## config.mk

```make
export PLATFORM = sky130hd
export DESIGN_NAME = sb_msg_arbiter_flat
export DESIGN_NICKNAME = d
export VERILOG_FILES = /design/src/rtl/sb_msg_arbiter_if.sv /design/src/rtl/sb_msg_arbiter.sv /design/src/flat_wrapper.sv
export SDC_FILE = /design/constraint.sdc
export NUM_CORES = 1
export LEC_CHECK = 0
export CORE_ASPECT_RATIO = 0.9
export CORE_MARGIN = 2
export CORE_UTILIZATION = 50
export DETAILED_ROUTE_END_ITERATION = 7
export HOLD_SLACK_MARGIN = 0.02
export PLACE_DENSITY = 0.75
export RECOVER_POWER = 25
export SLEW_MARGIN = 20
export SYNTH_ARGS = -nofsm -noshare
export SYNTH_HDL_FRONTEND = slang
export SYNTH_SLANG_ARGS = --single-unit
```

## constraint.sdc

```tcl
create_clock -name i_clk -period 2.4 [get_ports i_clk]
set_input_delay 0.48 -clock i_clk [delete_from_list [all_inputs] [get_ports i_clk]]
set_output_delay 0.48 -clock i_clk [all_outputs]
set_load 0.1 [all_outputs]
```

## src/rtl/sb_msg_arbiter_if.sv

```systemverilog
// Sideband message arbiter bus: requester side plus SB encoder handshake.
// master = the environment driving requests and encoder status,
// slave  = the arbiter itself.
interface sb_msg_arbiter_if #(
    parameter int SB_MSG_WIDTH = 4,
    parameter int NUM_REQ      = 2
);
    logic                            i_en;
    logic [NUM_REQ-1:0]              i_req_valid;
    logic [NUM_REQ*SB_MSG_WIDTH-1:0] i_req_msg;
    logic                            i_sb_busy;
    logic [SB_MSG_WIDTH-1:0]         o_sb_msg;
    logic                            o_sb_valid;
    logic [NUM_REQ-1:0]              o_grant;
    logic [NUM_REQ-1:0]              o_done;
    logic                            o_timeout_err;

    modport master (
        output i_en, i_req_valid, i_req_msg, i_sb_busy,
        input  o_sb_msg, o_sb_valid, o_grant, o_done, o_timeout_err
    );

    modport slave (
        input  i_en, i_req_valid, i_req_msg, i_sb_busy,
        output o_sb_msg, o_sb_valid, o_grant, o_done, o_timeout_err
    );
endinterface

```

## src/rtl/sb_msg_arbiter.sv

```systemverilog
// Round-robin arbiter sharing one sideband message encoder between the
// link-training TX/RX sub-FSMs. Latches the winner's message, runs one
// valid/busy handshake with a watchdog, and pulses done to the winner.
module sb_msg_arbiter #(
    parameter int SB_MSG_WIDTH = 4,
    parameter int NUM_REQ      = 2,
    parameter int TIMEOUT_CYC  = 255
) (
    input  logic              i_clk,
    input  logic              i_rst_n,
    sb_msg_arbiter_if.slave   bus
);
    localparam int PTR_W = $clog2(NUM_REQ);

    typedef enum logic [1:0] {IDLE, SEND, WAIT_FALL} state_t;

    state_t                  state_q, state_d;
    logic [PTR_W-1:0]        ptr_q, ptr_d, own_q, own_d, own_nxt, win;
    logic [7:0]              wdog_q, wdog_d;
    logic [8:0]              wdog_inc;
    logic [NUM_REQ-1:0]      mask_q, mask_d, grant_q, grant_d, done_q, done_d, elig;
    logic [SB_MSG_WIDTH-1:0] msg_q, msg_d;
    logic                    valid_q, valid_d, tmo_q, tmo_d, busy_q, busy_fall, found;
    int                      idx;

    assign busy_fall = busy_q & ~bus.i_sb_busy;
    assign wdog_inc  = {1'b0, wdog_q} + 9'd1;
    assign own_nxt   = (own_q == PTR_W'(NUM_REQ - 1)) ? '0 : own_q + PTR_W'(1);

    assign bus.o_sb_msg      = msg_q;
    assign bus.o_sb_valid    = valid_q;
    assign bus.o_grant       = grant_q;
    assign bus.o_done        = done_q;
    assign bus.o_timeout_err = tmo_q;

    // First eligible requester at or after the RR pointer, wrapping around.
    always_comb begin
        elig  = bus.i_req_valid & ~mask_q;
        found = 1'b0;
        win   = '0;
        idx   = 0;
        for (int k = 0; k < NUM_REQ; k++) begin
            idx = int'(ptr_q) + k;
            if (idx >= NUM_REQ) idx = idx - NUM_REQ;
            if (!found && elig[idx]) begin
                found = 1'b1;
                win   = PTR_W'(idx);
            end
        end
    end

    // Next-state and next-output logic; i_en low flushes everything to IDLE.
    always_comb begin
        state_d = state_q;
        ptr_d   = ptr_q;
        own_d   = own_q;
        wdog_d  = wdog_q;
        mask_d  = '0;
        grant_d = grant_q;
        done_d  = '0;
        msg_d   = msg_q;
        valid_d = valid_q;
        tmo_d   = 1'b0;
        if (!bus.i_en) begin
            state_d = IDLE;
            ptr_d   = '0;
            own_d   = '0;
            wdog_d  = '0;
            grant_d = '0;
            msg_d   = '0;
            valid_d = 1'b0;
        end else begin
            case (state_q)
                IDLE: begin
                    // Foreign traffic on the encoder holds off any grant.
                    if (!bus.i_sb_busy && found) begin
                        state_d      = SEND;
                        own_d        = win;
                        grant_d      = '0;
                        grant_d[win] = 1'b1;
                        msg_d        = bus.i_req_msg[int'(win)*SB_MSG_WIDTH +: SB_MSG_WIDTH];
                        valid_d      = 1'b1;
                        wdog_d       = '0;
                    end
                end
                SEND: begin
                    if (bus.i_sb_busy) begin
                        state_d = WAIT_FALL;
                        wdog_d  = '0;
                    end else if (wdog_inc >= 9'(TIMEOUT_CYC)) begin
                        // Encoder never accepted: abort without done, still rotate.
                        state_d = IDLE;
                        valid_d = 1'b0;
                        grant_d = '0;
                        tmo_d   = 1'b1;
                        ptr_d   = own_nxt;
                        wdog_d  = '0;
                    end else begin
                        wdog_d = (wdog_q == 8'hFF) ? wdog_q : wdog_inc[7:0];
                    end
                end
                WAIT_FALL: begin
                    if (busy_fall) begin
                        state_d = IDLE;
                        valid_d = 1'b0;
                        grant_d = '0;
                        done_d  = grant_q;
                        // One-cycle mask covers the cycle the owner drops its valid.
                        mask_d  = grant_q;
                        ptr_d   = own_nxt;
                    end
                end
                default: state_d = IDLE;
            endcase
        end
    end

    // State and registered outputs.
    always_ff @(posedge i_clk or negedge i_rst_n) begin
        if (!i_rst_n) begin
            state_q <= IDLE;
            ptr_q   <= '0;
            own_q   <= '0;
            wdog_q  <= '0;
            mask_q  <= '0;
            grant_q <= '0;
            done_q  <= '0;
            msg_q   <= '0;
            valid_q <= 1'b0;
            tmo_q   <= 1'b0;
        end else begin
            state_q <= state_d;
            ptr_q   <= ptr_d;
            own_q   <= own_d;
            wdog_q  <= wdog_d;
            mask_q  <= mask_d;
            grant_q <= grant_d;
            done_q  <= done_d;
            msg_q   <= msg_d;
            valid_q <= valid_d;
            tmo_q   <= tmo_d;
        end
    end

    // Registered encoder busy for falling-edge detection.
    always_ff @(posedge i_clk or negedge i_rst_n) begin
        if (!i_rst_n) busy_q <= 1'b0;
        else          busy_q <= bus.i_sb_busy;
    end
endmodule

```

## src/flat_wrapper.sv

```systemverilog
// flat-port wrapper written by rule: the top's interface ports become plain ports
module sb_msg_arbiter_flat 
#(
    parameter int SB_MSG_WIDTH = 4,
    parameter int NUM_REQ      = 2,
    parameter int TIMEOUT_CYC  = 255
)
  (i_clk, i_rst_n, bus_i_en, bus_i_req_valid, bus_i_req_msg, bus_i_sb_busy, bus_o_sb_msg, bus_o_sb_valid, bus_o_grant, bus_o_done, bus_o_timeout_err);
  sb_msg_arbiter_if #(.SB_MSG_WIDTH(SB_MSG_WIDTH), .NUM_REQ(NUM_REQ)) bus_i ();
  input  logic i_clk;
  input  logic i_rst_n;
  input wire logic [$bits(bus_i.i_en)-1:0] bus_i_en;
  input wire logic [$bits(bus_i.i_req_valid)-1:0] bus_i_req_valid;
  input wire logic [$bits(bus_i.i_req_msg)-1:0] bus_i_req_msg;
  input wire logic [$bits(bus_i.i_sb_busy)-1:0] bus_i_sb_busy;
  output wire logic [$bits(bus_i.o_sb_msg)-1:0] bus_o_sb_msg;
  output wire logic [$bits(bus_i.o_sb_valid)-1:0] bus_o_sb_valid;
  output wire logic [$bits(bus_i.o_grant)-1:0] bus_o_grant;
  output wire logic [$bits(bus_i.o_done)-1:0] bus_o_done;
  output wire logic [$bits(bus_i.o_timeout_err)-1:0] bus_o_timeout_err;
  assign bus_i.i_en = bus_i_en;
  assign bus_i.i_req_valid = bus_i_req_valid;
  assign bus_i.i_req_msg = bus_i_req_msg;
  assign bus_i.i_sb_busy = bus_i_sb_busy;
  assign bus_o_sb_msg = bus_i.o_sb_msg;
  assign bus_o_sb_valid = bus_i.o_sb_valid;
  assign bus_o_grant = bus_i.o_grant;
  assign bus_o_done = bus_i.o_done;
  assign bus_o_timeout_err = bus_i.o_timeout_err;
  sb_msg_arbiter #(.SB_MSG_WIDTH(SB_MSG_WIDTH), .NUM_REQ(NUM_REQ), .TIMEOUT_CYC(TIMEOUT_CYC)) u_core (.i_clk(i_clk), .i_rst_n(i_rst_n), .bus(bus_i));
endmodule
```

# ---- After elaboration in Yosys (flattened, before gate mapping)
# Index checks and enable logic that the tools add are counted.
dict set report classes {
  bitwise_logic 4
  n_reduce_logical 11
  n_eq_ne 14
  shift 1
  n_mux 55
  addsub 5
  order_cmp 7
}
# operator n
set ops {}
lappend ops {{$lt 32x3->1 const B} 2}
lappend ops {{$mux 32} 2}
lappend ops {{$mux 8} 5}
lappend ops {{$ge 32x3->1 const B} 1}
lappend ops {{$sub 32x3->32 const B} 1}
lappend ops {{$mux 1} 28}
lappend ops {{$mux 2} 11}
lappend ops {{$pmux 8 s2} 1}
lappend ops {{$mux 4} 3}
lappend ops {{$pmux 2 s3} 2}
lappend ops {{$add 8x1->9 const B} 1}
lappend ops {{$ge 9x8->1 const B} 1}
lappend ops {{$ne 3x2->1 const B} 3}
lappend ops {{$eq 8x8->1 const B} 1}
lappend ops {{$shiftx 8x4->4} 1}
lappend ops {{$ne 3x1->1 const B} 2}
lappend ops {{$reduce_and 3->1} 2}
lappend ops {{$ne 5x4->1 const B} 1}
lappend ops {{$reduce_and 5->1} 1}
lappend ops {{$ne 2x1->1 const B} 2}
lappend ops {{$ne 4x1->1 const B} 1}
lappend ops {{$ne 4x3->1 const B} 1}
lappend ops {{$reduce_and 4->1} 1}
lappend ops {{$logic_and 1x1->1} 3}
lappend ops {{other kinds (19)} 20}
dict set report totals {
  regBits 23
  in_bits 14
  output_inout_bits 10
}

# ---- Depth between registers and ports, before layout
# Gate-level depths: netlist (run 1).
dict set report logic_depth {
  word_depth 16
  mapped_depth 9
  mapped_depth_nobuf 8
}

# ---- Worst setup path before layout (run 1)
# No wires, ideal clock.
dict set report synth_path {
  path_type {register -> register}
  start {reg, netlist name u_core.bus.o_done[0]}
  end {reg u_core.wdog_q[4]}
  t_arrival_ns 2.058
  path_buffers 0
  synth_period_minus_slack_ns 2.140
  stages_incl_launch_ff 7
  path_slack_ns 0.260
  cell_sequence {dfrtp_1 -> nand2b_1 -> a21o_1 -> a311oi_2 -> a21boi_4 -> a41oi_1 -> a31oi_1}
}
# element line
set synth_lines {}
lappend synth_lines {{end signal: assignment} sb_msg_arbiter.sv:135} ;# wdog_q <= wdog_d;
lappend synth_lines {{end: declaration} sb_msg_arbiter.sv:19} ;# logic [7:0] wdog_q, wdog_d;

# ---- Worst setup path after layout (run 1)
dict set report layout_path {
  start {reg u_core.wdog_q[1]}
  end {reg u_core.wdog_q[4]}
}
dict set report layout_between {
  elab_chain_len 6
  word_cells_on_any_way 10
}
# element line
set layout_lines {}
lappend layout_lines {{$add 8x1->9} sb_msg_arbiter.sv:27} ;# assign wdog_inc = {1'b0, wdog_q} + 9'd1;
lappend layout_lines {{$ge 9x8->1 / $mux 8 (equally long branches)} {sb_msg_arbiter.sv:90, sb_msg_arbiter.sv:99}}
lappend layout_lines {{$mux 8} sb_msg_arbiter.sv:90} ;# end else if (wdog_inc >= 9'(TIMEOUT_CYC)) begin
lappend layout_lines {{$mux 8} sb_msg_arbiter.sv:87} ;# if (bus.i_sb_busy) begin
lappend layout_lines {{$pmux 8 s2} sb_msg_arbiter.sv:73} ;# case (state_q)
lappend layout_lines {{$mux 8} sb_msg_arbiter.sv:64} ;# if (!bus.i_en) begin
# Several ways; a longest one is shown, not always the timed one. The select of a mux whose other input is x is not followed.
# A chain may end at the register's enable or synchronous reset.

==> results.md, run 1 <==
* Fin crit share at 89.17%
* Yosys warning count at 0
* Count leader, synth: nand2_1
* Die area at 3404 sq um
* Leak Pwr at 0.7798 nW
* CP delay by family, top: compound AO/OA/AOI/OAI gates
* MaxCap Viol Count at 0
* Pins Over Slew Limit at 0
* Final Hold Violating Endpoints at 0
* Pin count of the biggest net entering global routing at 24
* Die X at 61.28 um
* Layout Skew at 0.008272 ns
* Hold crit path type: register to register
* Via count at 1261
* Status: complete, no violations
* Drt first-iter violations at 51
* CTS tree: yes
* Fmax at 467.3 MHz
* FP Rows at 18
* Post-synthesis sequential area ratio at 38.98%
* Routability cong. at 0.8550
* Initial antenna violation count at 0
* Worst EP arrival at 2.39 ns
* Reg clk slew, reported paths at 0.13 ns
* Num Clock Sinks at 23
* Critical path's slowest cell: dfrtp_1
* Post-Route Setup TNS at 0 ns
* Root Driver: clkbuf_4
* Worst-Skew Late Latency at 0.32 ns
* Total track usage at 20.52%
* Buffers added on ports at 23
* Number of synthesized register bits at 23
* Commonest cells post-synth: nand2_1 (24), dfrtp_1 (23), nor2_1 (14)
* DR vias/cell at 5.555
* Global-route wire length before repair at 5333 um
* Bufs on Longest Clock Path at 2
* Synthesized instance count at 157
* Initial DRT Pass Iterations at 4
* CTS buffer count at 3
* Layout area overhead at 19.66%
* Final Cell Area at 1767 sq um
* Worst vdd ir at 0.6432 mV
* Worst Path Required at 2.65 ns
* Syn Nets at 177
* Synth cell types at 45
* Main synth FF type: dfrtp_1
* Yosys top cell area share at 38.98%
* Number of global-route vias before repair at 1181
* CP endpoint kind: register
* Util after Layout at 63.78%
* Crit-path max FO at 12
* Post-synth EDFFs at 0
* Power density over the cells at 819.8 nW/um^2
* Post-CTS Hold Fix Bufs at 0
* Fin nets at 208
* Worst-path cell chain: ha_2, and4bb_1, a211oi_2, nor2_1, a21boi_4, a41oi_1, a31oi_1
* Tightest Pin Transition at 1.233 ns
* Ys async rst share at 100.0%
* DP Area at 1742 sq um
* Final Non-Filler Cells at 227
* Final min period at 2.140 ns
* CP peak stage delay at 0.50 ns
* Synth Cell Area at 1476 sq um
* Die H at 55.55 um
* Initial core utilization at 53.30%
* Area leader, netlist: dfrtp_1
* Post-Place Cells at 223
* Slew margin rel. at 17.79%
* Dpl hpwl at 2395 um
* DRC errors left at 0
* Avg Inst Size Synth at 9.404 sq um
* Core ar. at 2770 sq um
* GRT Residual Overflow at 0
* CP Launch Type: register
* Postcts setup bufs at 0
* Synth area leaders: dfrtp_1 (39%), nand2_1 (6.1%), ha_1 (5.1%)
* Fill count at 245
* DRT antenna net count at 0
* Antenna Cells at 0
* Per-cell routed wire length at 13.77 um
* Routed WL at 3126 um
* Post-cts repair resize count at 0
* Final setup fails at 0
* Io pins at 24
* H-Tree Depth at 1
* Worst path bufs/invs at 0
* CP Class: register to register
* Share of layout cells above drive strength 1 at 17.65%
* RSZ-0062 raised after global routing: false
## layer usage
metal  GRT usage (%)  part of all wire, %  wire, um
met1           29.51                   49      1547
met2           31.00                   44      1381
met3           4.215                  5.0       157
met4           5.590                  1.3        40
met5               0                    0         0
## layout by cell type, fill, tap and decap left out, drive strengths merged, types with 7 or more instances in the layout
cell,n
nand3,7
nor2,14
o21ai,11
clkdlybuf4s50,12
buf,18
dfrtp,23
nand2,24
## logic make-up (layout without fill, tap and decap cells)
family                   after synthesis  count (layout)  synth area share, %
AO/OA/AOI/OAI                         45              45                24.58
multiplexers                           6               6                4.068
AND/OR/NAND/NOR                       65              65                21.53
XOR/XNOR                               1               1               0.5933
flip-flops                            23              23                38.98
buffers and inverters                 11              41                5.169
adder cells (fa/ha/maj)                6               6                5.085
## metrics by stage
step	hold slack, ns	setup slack [ns]	total power, mW
finish	0.4858	0.2600	1.448
global route	0.5393	0.1005	1.537
CTS	0.4894	0.1612	1.461
detailed placement	0.4614	0.1549	1.277
global placement	0.4551	0.1883	1.259
floorplan	0.1844	0.2600	1.087
## report_power, final
group	internal, mW	switching [mW]	total, mW
registers	0.452	0.0378	0.489
logic	0.241	0.536	0.776
clock network	0.0651	0.117	0.183
## final cells by class
| cell class | count | area (sq um) | area share (%) |
|---|---|---|---|
| multi-input combinational | 123 | 827.0 | 46.81 |
| timing repair buffer | 32 | 269.0 | 15.23 |
| clock buffer | 4 | 26.28 | 1.487 |
| tap | 40 | 50.05 | 2.833 |
| sequential | 23 | 575.6 | 32.58 |
| inverter | 5 | 18.77 | 1.062 |
## tightest hold or removal path, delay by kind of cell (launching register included)
kind               cells  cell delay (ns)
AOI/OAI and AO/OA      1             0.06
and+or+nand+nor        1             0.04
DFF                    1             0.36
## flip-flops by register name, summed over array words and instances (netlist names)
| name | cells |
|---|---|
| u_core.bus.o_sb_msg | 4 |
| u_core.state_q | 2 |
| u_core.bus.o_grant | 2 |
| u_core.bus.o_sb_valid | 1 |
| u_core.busy_q | 1 |
| u_core.wdog_q | 8 |
| u_core.ptr_q | 1 |
| u_core.bus.o_done | 2 |
| u_core.own_q | 1 |
| u_core.bus.o_timeout_err | 1 |
## worst paths after layout
path,start,end,slack [ns],cells after the start
setup / recovery,u_core.wdog_q[1],u_core.wdog_q[4],0.26,7
hold / removal,u_core.own_q,u_core.own_q,0.49,2
setup reg to reg,u_core.wdog_q[1],u_core.wdog_q[4],0.26,7
hold reg to reg,u_core.own_q,u_core.own_q,0.49,2
max in group asynchronous,i_rst_n,u_core.bus.o_timeout_err,0.75,2
min in group asynchronous,i_rst_n,u_core.wdog_q[7],0.92,2
No activity file was read; power rests on OpenSTA's default activity.
==> run 2, diff against run 1 <==
--- a/config.mk
+++ b/config.mk
@@ -9,10 +9,9 @@
 export CORE_MARGIN = 2
 export CORE_UTILIZATION = 50
 export DETAILED_ROUTE_END_ITERATION = 7
-export HOLD_SLACK_MARGIN = 0.02
+export HOLD_SLACK_MARGIN = 0.1
 export PLACE_DENSITY = 0.75
 export RECOVER_POWER = 25
-export SLEW_MARGIN = 20
 export SYNTH_ARGS = -nofsm -noshare
 export SYNTH_HDL_FRONTEND = slang
 export SYNTH_SLANG_ARGS = --single-unit
==> results of run 2 <==
Final layout, timing and power as in run 1 (identical DEF).
==> run 3, diff against run 2 <==
--- a/config.mk
+++ b/config.mk
@@ -9,9 +9,10 @@
 export CORE_MARGIN = 2
 export CORE_UTILIZATION = 50
 export DETAILED_ROUTE_END_ITERATION = 7
+export DONT_BUFFER_PORTS = 1
 export HOLD_SLACK_MARGIN = 0.1
-export PLACE_DENSITY = 0.75
 export RECOVER_POWER = 25
+export SLEW_MARGIN = 25
 export SYNTH_ARGS = -nofsm -noshare
 export SYNTH_HDL_FRONTEND = slang
 export SYNTH_SLANG_ARGS = --single-unit
==> constraint.sdc (replaced) <==
create_clock -name i_clk -period 2.42 [get_ports i_clk]
set_input_delay 0.484 -clock i_clk [delete_from_list [all_inputs] [get_ports i_clk]]
set_output_delay 0.484 -clock i_clk [all_outputs]
set_load 0.1 [all_outputs]
==> results.md, run 3 (synthesized netlist as in run 1, its figures left out) <==
* Met2 routed WL at 1361 um (-1.4%)
* Wire length on met3 at 164 um (+4.5%)
* Via count at 1210 (-4.0%)
* CP Class: register to register
* Io pins at 24 (unchanged)
* Routed WL at 3141 um (+0.48%)
* Fmax at 454.0 MHz (-2.8%)
* Initial DRT Pass Iterations at 4 (unchanged)
* Crit-path max FO at 12 (unchanged)
* Worst vdd ir at 0.7301 mV (+14%)
* CP endpoint kind: register
* Final min period at 2.202 ns (+0.06250 ns)
* Postcts setup bufs at 0 (unchanged)
* Layout Skew at 0.003848 ns (-0.004424 ns)
* Global-route wire length before repair at 5250 um (-1.6%)
* Buffers added on ports at 0 (-100%)
* Num Clock Sinks at 23 (unchanged)
* Pin count of the biggest net entering global routing at 24 (unchanged)
* Per-cell routed wire length at 15.17 um (+10%)
* Reg-to-reg critical path startpoint: u_core.wdog_q[0]
* Net load switching power at 0.6742 mW (-2.4%)
* Number of global-route vias before repair at 1190 (+0.76%)
* GRT Residual Overflow at 0 (unchanged)
* Total track usage at 19.81% (-0.71 points)
* Tightest Pin Transition at 1.231 ns (-0.002322 ns)
* DR vias/cell at 5.845 (+5.2%)
* Max reg flops at 8 (unchanged)
* Post-Route Setup TNS at 0 ns (unchanged)
* DRT antenna net count at 0 (unchanged)
* Worst EP arrival at 2.39 ns (about the same)
* Biggest register: u_core.wdog_q
* Layout area overhead at 7.288%
* Critical Path Stages at 7 (unchanged)
* Worst-Skew Late Latency at 0.31 ns (about the same)
* Fin crit share at 91.01% (+1.8 points)
* Die X at 61.28 um (unchanged)
* Switch share at 48.24% (+0.55 points)
* Status: complete, no violations
* Bufs on Longest Clock Path at 2 (unchanged)
* Area of the multi-input gates at 827.0 sq um (unchanged)
* Fill count at 254 (+3.7%)
* CP peak stage delay at 0.53 ns (+0.03 ns)
* Endpoint, Worst Hold: u_core.busy_q
* Max Used Layer: met4
* Post-Place Cells at 202 (-9.4%)
* Final Non-Filler Cells at 207 (-8.8%)
* Leak Pwr at 0.6955 nW (-11%)
* Slew margin rel. at 17.94% (+0.15 points)
* Share of layout cells above drive strength 1 at 15.57% (-2.1 points)
* Final setup fails at 0 (unchanged)
* FP Rows at 18 (unchanged)
* Reg2Reg Depth at 7 (unchanged)
* RSZ-0062 raised after global routing: false
* Reg clk slew, reported paths at 0.12 ns (about the same)
* CTS buffer count at 3 (unchanged)
* Worst path bufs/invs at 0 (unchanged)
* Highest-count cells in the layout ignoring fill and taps: nand2_1 (24), dfrtp_1 (23), nor2_1 (14)
* Die H at 55.55 um (unchanged)
* H-Tree Depth at 1 (unchanged)
* Most common cell after layout, fill and taps aside: nand2_1
* Initial core utilization at 53.30% (unchanged)
* Worst Path Required at 2.60 ns (-0.05 ns)
* CP delay by family, top: simple AND/OR/NAND/NOR gates
* Final Hold Violating Endpoints at 0 (unchanged)
* Die area at 3404 sq um (unchanged)
* Core ar. at 2770 sq um (unchanged)
* Routability cong. at 0.9018 (+5.5%)
* DRT met1 WL at 1593 um (+3.0%)
* Power density over the cells at 882.3 nW/um^2 (+7.6%)
* DRC errors left at 0 (unchanged)
* Final worst setup slack at 0.2175 ns (-0.04250 ns)
* Final Cell Area at 1584 sq um (-10%)
* Comb power frac at 52.6% (-1.0 points)
* R2R Path End: u_core.bus.o_grant[0]
* Sequential Area at 575.6 sq um (unchanged)
* Clk pwr share at 12.8% (+0.2 points)
* Flop pwr share at 34.5% (+0.7 points)
* MaxCap Viol Count at 0 (unchanged)
* Initial antenna violation count at 0 (unchanged)
* Min-delay src: bus_i_sb_busy
* CP Launch Type: register
* Hold path depth at 0 (-2)
* Cell Int Power at 0.7234 mW (-4.5%)
* Place WS at 0.1612 ns (+0.006342 ns)
* Fin nets at 188 (-9.6%)
* Dpl hpwl at 2326 um (-2.9%)
* Antenna Cells at 0 (unchanged)
* Hold crit path type: input pin to register
* Root Driver: clkbuf_4
* DP Area at 1551 sq um (-11%)
* Drt first-iter violations at 43 (-16%)
* CTS tree: yes
* Reg-to-reg slack, setup at 0.22 ns (-0.04 ns)
* Worst-path cell chain: ha_2, nand3_1, or3_1, o21ai_2, a21oi_2, o21ai_0, o41ai_2
* Critical path's slowest cell: dfrtp_1
* Pins Over Slew Limit at 0 (unchanged)
run 3: changes by cell type in the layout (fill, tap and decap cells not counted), sizes merged:
cell	delta
buf	-7
dlygate4sd3	-1
clkdlybuf4s50	-12
run 3: power by group through the flow:
stage / sequential, mW / combinational [mW] / clock (mW)
CTS: 0.483 / 0.738 / 0.187
finish: 0.483 / 0.736 / 0.180
floorplan: 0.751 / 0.327 / 0
global placement: 0.488 / 0.714 / 0
global route: 0.491 / 0.792 / 0.200
detailed placement: 0.492 / 0.726 / 0
run 3: area by class of cell:
type	instances	area share, %
clock buffer	4	1.659
inverter	5	1.185
multi-input combinational	123	52.21
sequential	23	36.33
tap	40	3.160
timing repair buffer	12	5.450
run 3: stage by stage:
| stage | hold slack (ns) | power, mW | utilization (%) |
|---|---|---|---|
| after floorplan | 0.1884 | 1.078 | - |
| after global placement | 0.1889 | 1.203 | 56.01 |
| after detailed placement | 0.1889 | 1.218 | 56.01 |
| after CTS | 0.1720 | 1.408 | 57.32 |
| after global routing | 0.1644 | 1.483 | 57.18 |
| final | 0.1807 | 1.398 | 57.18 |
run 3: timing repair:
| item | in CTS | in global routing |
|---|---|---|
| setup endpoints to repair | 0 | 12 |
| hold buffers | 1 | 0 |
| hold endpoints to repair | 23 | 0 |
| resized for setup | 0 | 1 |
run 3: worst max-delay path by stage:
stage / startpoint / to / slack, ns
6_report: u_core.wdog_q[0] / u_core.bus.o_grant[0] / 0.22
5_1_grt: u_core.wdog_q[0] / u_core.wdog_q[4] / 0.01
4_1_cts: u_core.wdog_q[0] / u_core.wdog_q[4] / 0.14
3_5_place_dp: u_core.wdog_q[0] / u_core.bus.o_grant[0] / 0.16
3_3_place_gp: u_core.wdog_q[0] / u_core.bus.o_grant[0] / 0.21
2_1_floorplan: u_core.bus.o_done[0] / u_core.wdog_q[4] / 0.28
run 3: routing by layer:
layer | vias up | global-route usage [%]
li1 | 590 | -
met1 | 584 | 29.91
met2 | 31 | 28.57
met3 | 5 | 4.918
met4 | 0 | 4.037
met5 | - | 0
